$ cat src/rtl/fir_decim.sv
// Decimating accumulator: averages N=2**DECIM_LOG2 samples per result
// and queues results in a first-word-fall-through output FIFO.
module fir_decim #(
  parameter int DECIM_LOG2 = 2,
  parameter int FIFO_DEPTH = 4
) (
  input  logic                          clk,
  input  logic                          rst_n,
  input  logic                          in_valid,
  input  logic signed [15:0]            In,
  output logic signed [15:0]            out_data,
  output logic                          out_valid,
  input  logic                          out_ready,
  output logic [$clog2(FIFO_DEPTH):0]   count,
  output logic                          overflow
);

  localparam int AW  = 16 + DECIM_LOG2;
  localparam int PW  = $clog2(FIFO_DEPTH);
  localparam int CW  = PW + 1;
  localparam int PHW = (DECIM_LOG2 > 0) ? DECIM_LOG2 : 1;
  localparam logic [PHW-1:0] LAST = PHW'((1 << DECIM_LOG2) - 1);
  localparam logic [CW-1:0]  FULL = CW'(FIFO_DEPTH);

  logic signed [AW-1:0] r_acc;
  logic [PHW-1:0]       r_phase;
  logic [PW-1:0]        r_wr;
  logic [PW-1:0]        r_rd;
  logic [CW-1:0]        r_count;
  logic                 r_ovf;
  logic signed [15:0]   r_mem [FIFO_DEPTH];

  logic signed [AW-1:0] w_sum;
  logic signed [15:0]   w_res;
  logic                 w_last;
  logic                 w_full;
  logic                 w_pop;
  logic                 w_wr;

  // Sum of N samples always fits in AW bits; the top 16 bits are the
  // floor-shifted mean.
  assign w_sum  = r_acc + AW'(In);
  assign w_res  = w_sum[AW-1 -: 16];
  assign w_last = in_valid & (r_phase == LAST);
  assign w_full = (r_count == FULL);
  assign w_pop  = out_valid & out_ready;
  assign w_wr   = w_last & (~w_full | w_pop);

  always_ff @(posedge clk or negedge rst_n) begin
    if (!rst_n) begin
      r_acc   <= '0;
      r_phase <= '0;
    end else if (in_valid) begin
      if (w_last) begin
        r_acc   <= '0;
        r_phase <= '0;
      end else begin
        r_acc   <= w_sum;
        r_phase <= r_phase + 1'b1;
      end
    end
  end

  always_ff @(posedge clk or negedge rst_n) begin
    if (!rst_n) begin
      r_wr    <= '0;
      r_rd    <= '0;
      r_count <= '0;
      r_ovf   <= 1'b0;
    end else begin
      if (w_wr)
        r_wr <= r_wr + 1'b1;
      if (w_pop)
        r_rd <= r_rd + 1'b1;
      unique case ({w_wr, w_pop})
        2'b10:   r_count <= r_count + 1'b1;
        2'b01:   r_count <= r_count - 1'b1;
        default: r_count <= r_count;
      endcase
      if (w_last & w_full & ~w_pop)
        r_ovf <= 1'b1;
    end
  end

  // Storage needs no reset: out_data is gated by occupancy.
  always_ff @(posedge clk) begin
    if (w_wr)
      r_mem[r_wr] <= w_res;
  end

  assign out_valid = (r_count != '0);
  assign out_data  = out_valid ? r_mem[r_rd] : '0;
  assign count     = r_count;
  assign overflow  = r_ovf;

endmodule

$ cat config.mk
export PLATFORM = sky130hd
export DESIGN_NAME = fir_decim
export DESIGN_NICKNAME = d
export VERILOG_FILES = /design/src/rtl/fir_decim.sv
export SDC_FILE = /design/constraint.sdc
export NUM_CORES = 1
export LEC_CHECK = 0
export ABC_AREA = 1
export CAP_MARGIN = 20
export CORE_UTILIZATION = 48
export DETAILED_ROUTE_END_ITERATION = 6
export PLACE_DENSITY = 0.78
export SETUP_SLACK_MARGIN = 0.02
export SLEW_MARGIN = 20
export SYNTH_ARGS = -nofsm -noshare
export SYNTH_HDL_FRONTEND = slang
export SYNTH_SLANG_ARGS = --single-unit
export TNS_END_PERCENT = 100
$ cat constraint.sdc
create_clock -name clk -period 2.44 [get_ports clk]
set_input_delay 0.366 -clock clk [delete_from_list [all_inputs] [get_ports clk]]
set_output_delay 0.366 -clock clk [all_outputs]
set_load 0.02 [all_outputs]
* Yosys cells after proc, flatten, opt, wreduce, memory -nomap -nowiden
Memories as Yosys holds them, arrays and structs flattened.
Cells that the tools add are included.
** Word-level totals
- Flip-flop bits (word level) :: 28
- Memory bits (writable) :: 64
- Input bits :: 20
- Word-level logic and storage cells :: 33
- Memories :: 1
** Memories
- r_mem :: depth 4, bits a word 16, rd ports 1, clocked after Yosys merged registers in 0, wr ports 1, line 31 : logic signed [15:0] r_mem [FIFO_DEPTH];
** Cells by class
- Add/sub/neg operators :: 6
- Eq/ne operators :: 4
- Muxes and demuxes :: 6
- Bitwise logic cells :: 8
- Reductions and logical operators :: 2
** Operator list (count)
- $add 18x16->18 :: 1
- $mux 18 :: 1
- $mux 16 :: 1
- $add 2x1->2 const B :: 3
- $pmux 3 s2 :: 1
- $and 1x1->1 :: 5
- $eq 2x2->1 const B :: 2
- $add 3x1->3 const B :: 1
- $eq 3x3->1 const B :: 1
- $reduce_bool 3->1 :: 1
- $sub 3x1->3 const B :: 1
- $eq 2x1->1 const B :: 1
- $mux 1 :: 2
- $mux 2 :: 1
- $not 1->1 :: 2
- $reduce_bool 2->1 :: 1
- $or 1x1->1 :: 1

* Logic depth before layout (Yosys ltp)
- Depth in word-level cells :: 6
- Gate-level depth with buffers :: 12
- Mapped depth without buffers :: 12

* Worst setup path before layout
Ideal clock, no wire load.
- Kind :: reg2reg
- Start :: register r_count[0] (netlist: count[0])
- End :: register r_count[2] (netlist: count[2])
- Arrival time :: 1993 ps
- Setup slack :: 316 ps
- Stages on the path, launching flop included :: 11
- Period minus slack after synthesis :: 2124 ps
- Cells stage by stage :: dfrtp_1 -> nor2_1 -> nand2_1 -> inv_2 -> nor2_1 -> ha_1 -> inv_1 -> fa_1 -> a21oi_1 -> o21ai_0 -> xor2_1
** On the way
- Cells in the longest elaborated chain, start to end :: 6
- Elaborated cells on any way between the ends :: 12
- Classes of those cells :: add/sub: 2; eq/ne: 3; mux: 1; bitwise: 4; reduce/logical: 2
** RTL lines
- start, declared :: line 29 : logic [CW-1:0] r_count;
- start signal, assigned :: line 76 : 2'b10: r_count <= r_count + 1'b1;
- start signal, assigned :: line 77 : 2'b01: r_count <= r_count - 1'b1;
- start signal, assigned :: line 78 : default: r_count <= r_count;
- $reduce_bool 3->1 * :: line 91 : assign out_valid = (r_count != '0);
- named net out_valid :: line 12 : output logic out_valid,
- $and 1x1->1 * :: line 46 : assign w_pop = out_valid & out_ready;
- named net w_pop :: line 37 : logic w_pop;
- $or 1x1->1 :: line 47 : assign w_wr = w_last & (~w_full | w_pop);
- $and 1x1->1 :: line 47
- $eq 2x1->1 / $eq 2x2->1 (equally long branches) :: line 75 : unique case ({w_wr, w_pop})
- $pmux 3 s2 / $reduce_bool 2->1 (equally long branches)
The timed path passes the listed nets; every way through them passes the cells marked *.
A chain may end at the register's enable or synchronous reset.

* Worst setup path after layout
- Start :: register r_rd[0]
- End :: output port out_data[4]
** On the way
- Cells in the longest elaborated chain, start to end :: 2
** RTL lines
- start, declared :: line 28 : logic [PW-1:0] r_rd;
- start signal, assigned :: line 74 : r_rd <= r_rd + 1'b1;
- $mem_v2 4x16
- $mux 16 :: line 92 : assign out_data = out_valid ? r_mem[r_rd] : '0;
- end, declared :: line 11 : output logic signed [15:0] out_data,
Every way passes these cells.

==> results.py <==
metrics = {
    "hold_path": {
        "hp-class": "primary input to async pin",
    },
    "logic_synthesis": {
        "yosysUniqueCellTypes": 31,
        "synthArstFlopShare_pct": 30.4,
        "synth_top_area_share_pct": 41.1,
        "synth.largest_area_cell": "edfxtp_1",
        "ys_seq_area_share_pct": 56.1,
        "synthTopCellsByArea": "edfxtp_1, dfrtp_1, nand2_1",
        "postSynthAreaPerCell_um2": 9.59,
        "ys_ff_latch": 92,
        "synthFlopType": "edfxtp_1",
        "synth-edff-count": 64,
        "synth_nets": 533,
        "yosysWarnings": 0,
        "synth_cells": 488,
        "syn_area_um2": 4680,
    },
    "power": {
        "p_sw_share_pct": 43.2,
        "intPower_w": 0.00409,
        "clock_power_share_pct": 12.8,
        "vdd_ir_drop_max_mv": 0.632,
        "power_frac_comb_pct": 52.2,
        "p_seq_share_pct": 35.0,
        "power.leakage_nw": 2.37,
        "switchingPower_w": 0.00311,
        "powerDensity_nw_per_um2": 1310,
    },
    "placement": {
        "dp_cells": 660,
        "dp_worst_setup_slack_ns": -0.0120,
        "port_buffers": 40,
        "place_congestion": 0.919,
        "hpwl_um": 6590,
    },
    "drt": {
        "finalWirelength_um": 9450,
        "viasPerCell": 5.11,
        "wl_per_cell_um": 14.0,
        "dr_total_vias": 3452,
        "drc": 0,
        "dr.pass1.iters": 4,
        "detail-route-antenna-nets": 0,
        "dr.first_iter.drc_count": 166,
    },
    "final_layout": {
        "final_cells": 676,
        "fill_cells": 785,
        "drive_gt1_share_pct": 9.87,
        "antennaDiodeCount": 0,
        "seq_area_um2": 2630,
        "nNetsFinal": 587,
        "multi_input_area_um2": 1850,
        "area_growth_pct": 17.3,
    },
    "floorplan": {
        "die-area_um2": 10100,
        "io_pins": 41,
        "die_y_um": 101,
        "core-area_um2": 9330,
        "die_w_um": 101,
        "core.rowCount": 35,
        "start_util_pct": 50.2,
    },
    "global_routing": {
        "antenna_found_initial": 0,
        "grt.total_usage_pct": 20.0,
        "grt_max_degree": 29,
        "grt_pass1_vias": 3335,
        "grt_overflow_total": 0,
        "grt_pass1_wl_um": 15200,
    },
    "timing": {
        "max_freq_ghz": 0.445,
        "worst_hold_slack_ns": 0.374,
        "hold_violations": 0,
        "drv_slew": 0,
        "setup-violations-final": 0,
        "skew_ns": 0.0128,
        "setup_slack_ns": 0.191,
        "relSlewSlack_pct": 68.5,
        "rsz0062_at_grt": "false",
        "finalCriticalPeriod_ns": 2.25,
        "finalCritPeriodShare_pct": 92.2,
        "tightest_slew_ns": 0.471,
        "setup_tns_ns": 0,
    },
    "critical_path": {
        "worstSetupStartpointType": "flop",
        "arrival_ns": 1.88,
        "path_class": "flop to output pin",
        "critPathRequiredTime_ns": 2.07,
        "cp_common_cell": "nor2_1",
        "end_kind": "output pin",
        "worstPathCellList": "buf_4, nor2_1, nor2_1, o21ai_1, a21oi_1, dlygate4sd2_1",
        "crit_slowest_cell": "dfrtp_2",
        "cp_max_fo": 16,
        "path_delay_family": "buffers and inverters",
        "critPathMaxStageDelay_ns": 0.44,
        "path_buf_inv": 2,
    },
    "clock_network": {
        "cts_sinks": 92,
        "cts_made_buffers": 9,
        "clock_path_buffers": 2,
        "cts_hold_buf": 0,
        "root_buffer": "clkbuf_8",
        "insertion_delay_ns": 0.36,
        "clk_pin_slew_ns": 0.09,
        "cts.htree.levels": 3,
        "cts_tree": "done",
    },
    "outcome": {
        "status": "finished, final reports clean",
    },
    "run": {
        "maxCapViolations": 0,
    },
}
-- sequential cells by signal, summed over array words and instances (netlist names) --
signal    cells
r_wr          2
overflow      1
r_acc        18
r_phase       2
r_mem        64
r_rd          2
count         3
-- metrics by stage --
step           utilization [%]  area, um2  power (W)
6_report                  58.8       5490    0.00720
5_1_grt                   58.8       5490    0.00774
3_5_place_dp              56.9       5300    0.00639
3_3_place_gp              56.9       5300    0.00625
4_1_cts                   58.6       5470    0.00722
2_1_floorplan                -       4680    0.00508
-- layer usage --
layer	vias to the layer above	share of wire (%)	track usage, %	wire (um)
li1	1736	-	-	-
met1	1608	43	24.4	4090
met2	94	50	34.9	4690
met3	14	5.6	4.99	528
met4	0	1.5	6.24	145
met5	-	0	0	0
-- final timing paths --
check | from | endpoint | slack (ns) | cells past startpoint
worst max register to register | count[0] | count[2] | 0.23 | 10
min in group clk | overflow | overflow | 0.48 | 1
max in group asynchronous | rst_n | r_rd[0] | 1.78 | 2
worst max-delay path | r_rd[0] | out_data[4] | 0.19 | 6
worst min-delay path | rst_n | count[2] | 0.37 | 2
worst min register to register | overflow | overflow | 0.48 | 1
-- cells in the final DEF, fill, tap and decap left out, drive strengths merged, types with 3 or more instances in the layout --
| cell | n |
|---|---|
| edfxtp | 64 |
| ha | 23 |
| nor2 | 84 |
| nand3 | 22 |
| clkinv | 3 |
| clkdlybuf4s50 | 24 |
| inv | 41 |
| a22o | 5 |
| nand2 | 96 |
| dlygate4sd2 | 11 |
| xor2 | 8 |
| dfrtp | 28 |
| clkbuf | 10 |
| and2 | 11 |
| buf | 17 |
| o21ai | 43 |
| dlymetal6s2s | 5 |
| xnor2 | 4 |
| a21oi | 36 |
| nand3b | 5 |
-- cells by family after synthesis --
| kind of cell | share of synthesized area (%) |
|---|---|
| AO/OA/AOI/OAI | 9.95 |
| adder cells (fa/ha/maj) | 7.01 |
| AND/OR/NAND/NOR | 20.2 |
| buffers and inverters | 4.49 |
| XOR/XNOR | 2.25 |
| flip-flops | 56.1 |
-- cell usage after synthesis, types with 4 or more instances --
library cell  count
edfxtp_1         64
nand2_2           6
a21oi_1          31
a22o_1            5
o21ai_0          40
xor2_1            8
inv_1            35
nor2_1           82
nand2_1          90
nand3_1          20
inv_2             4
xnor2_1           4
dfrtp_1          28
clkbuf_1          6
buf_2             6
nand3b_1          5
a21oi_2           5
ha_1             23
and2_1           10
-- what timing repair did --
item	CTS	global route
setup buffers	0	0
setup endpoints to repair	16	5
resized for setup	14	7
gates cloned	0	0
-- power by group through the flow --
| stage | registers (W) | logic [W] | clock network (W) |
|---|---|---|---|
| detailed placement | 0.00254 | 0.00385 | 0 |
| floorplan | 0.00250 | 0.00258 | 0 |
| CTS | 0.00252 | 0.00375 | 0.000943 |
| finish | 0.00252 | 0.00376 | 0.000924 |
| global placement | 0.00253 | 0.00372 | 0 |
| global route | 0.00256 | 0.00418 | 0.00100 |
-- area by class of cell --
| cell class | instances | area share [%] |
|---|---|---|
| sequential | 92 | 47.9 |
| multi-input combinational | 343 | 33.6 |
| timing repair buffer | 57 | 9.60 |
| tap | 129 | 2.94 |
| inverter | 39 | 2.76 |
| clock buffer | 10 | 2.33 |
| clock inverter | 6 | 0.867 |
Power figures use the tool's default switching activity.
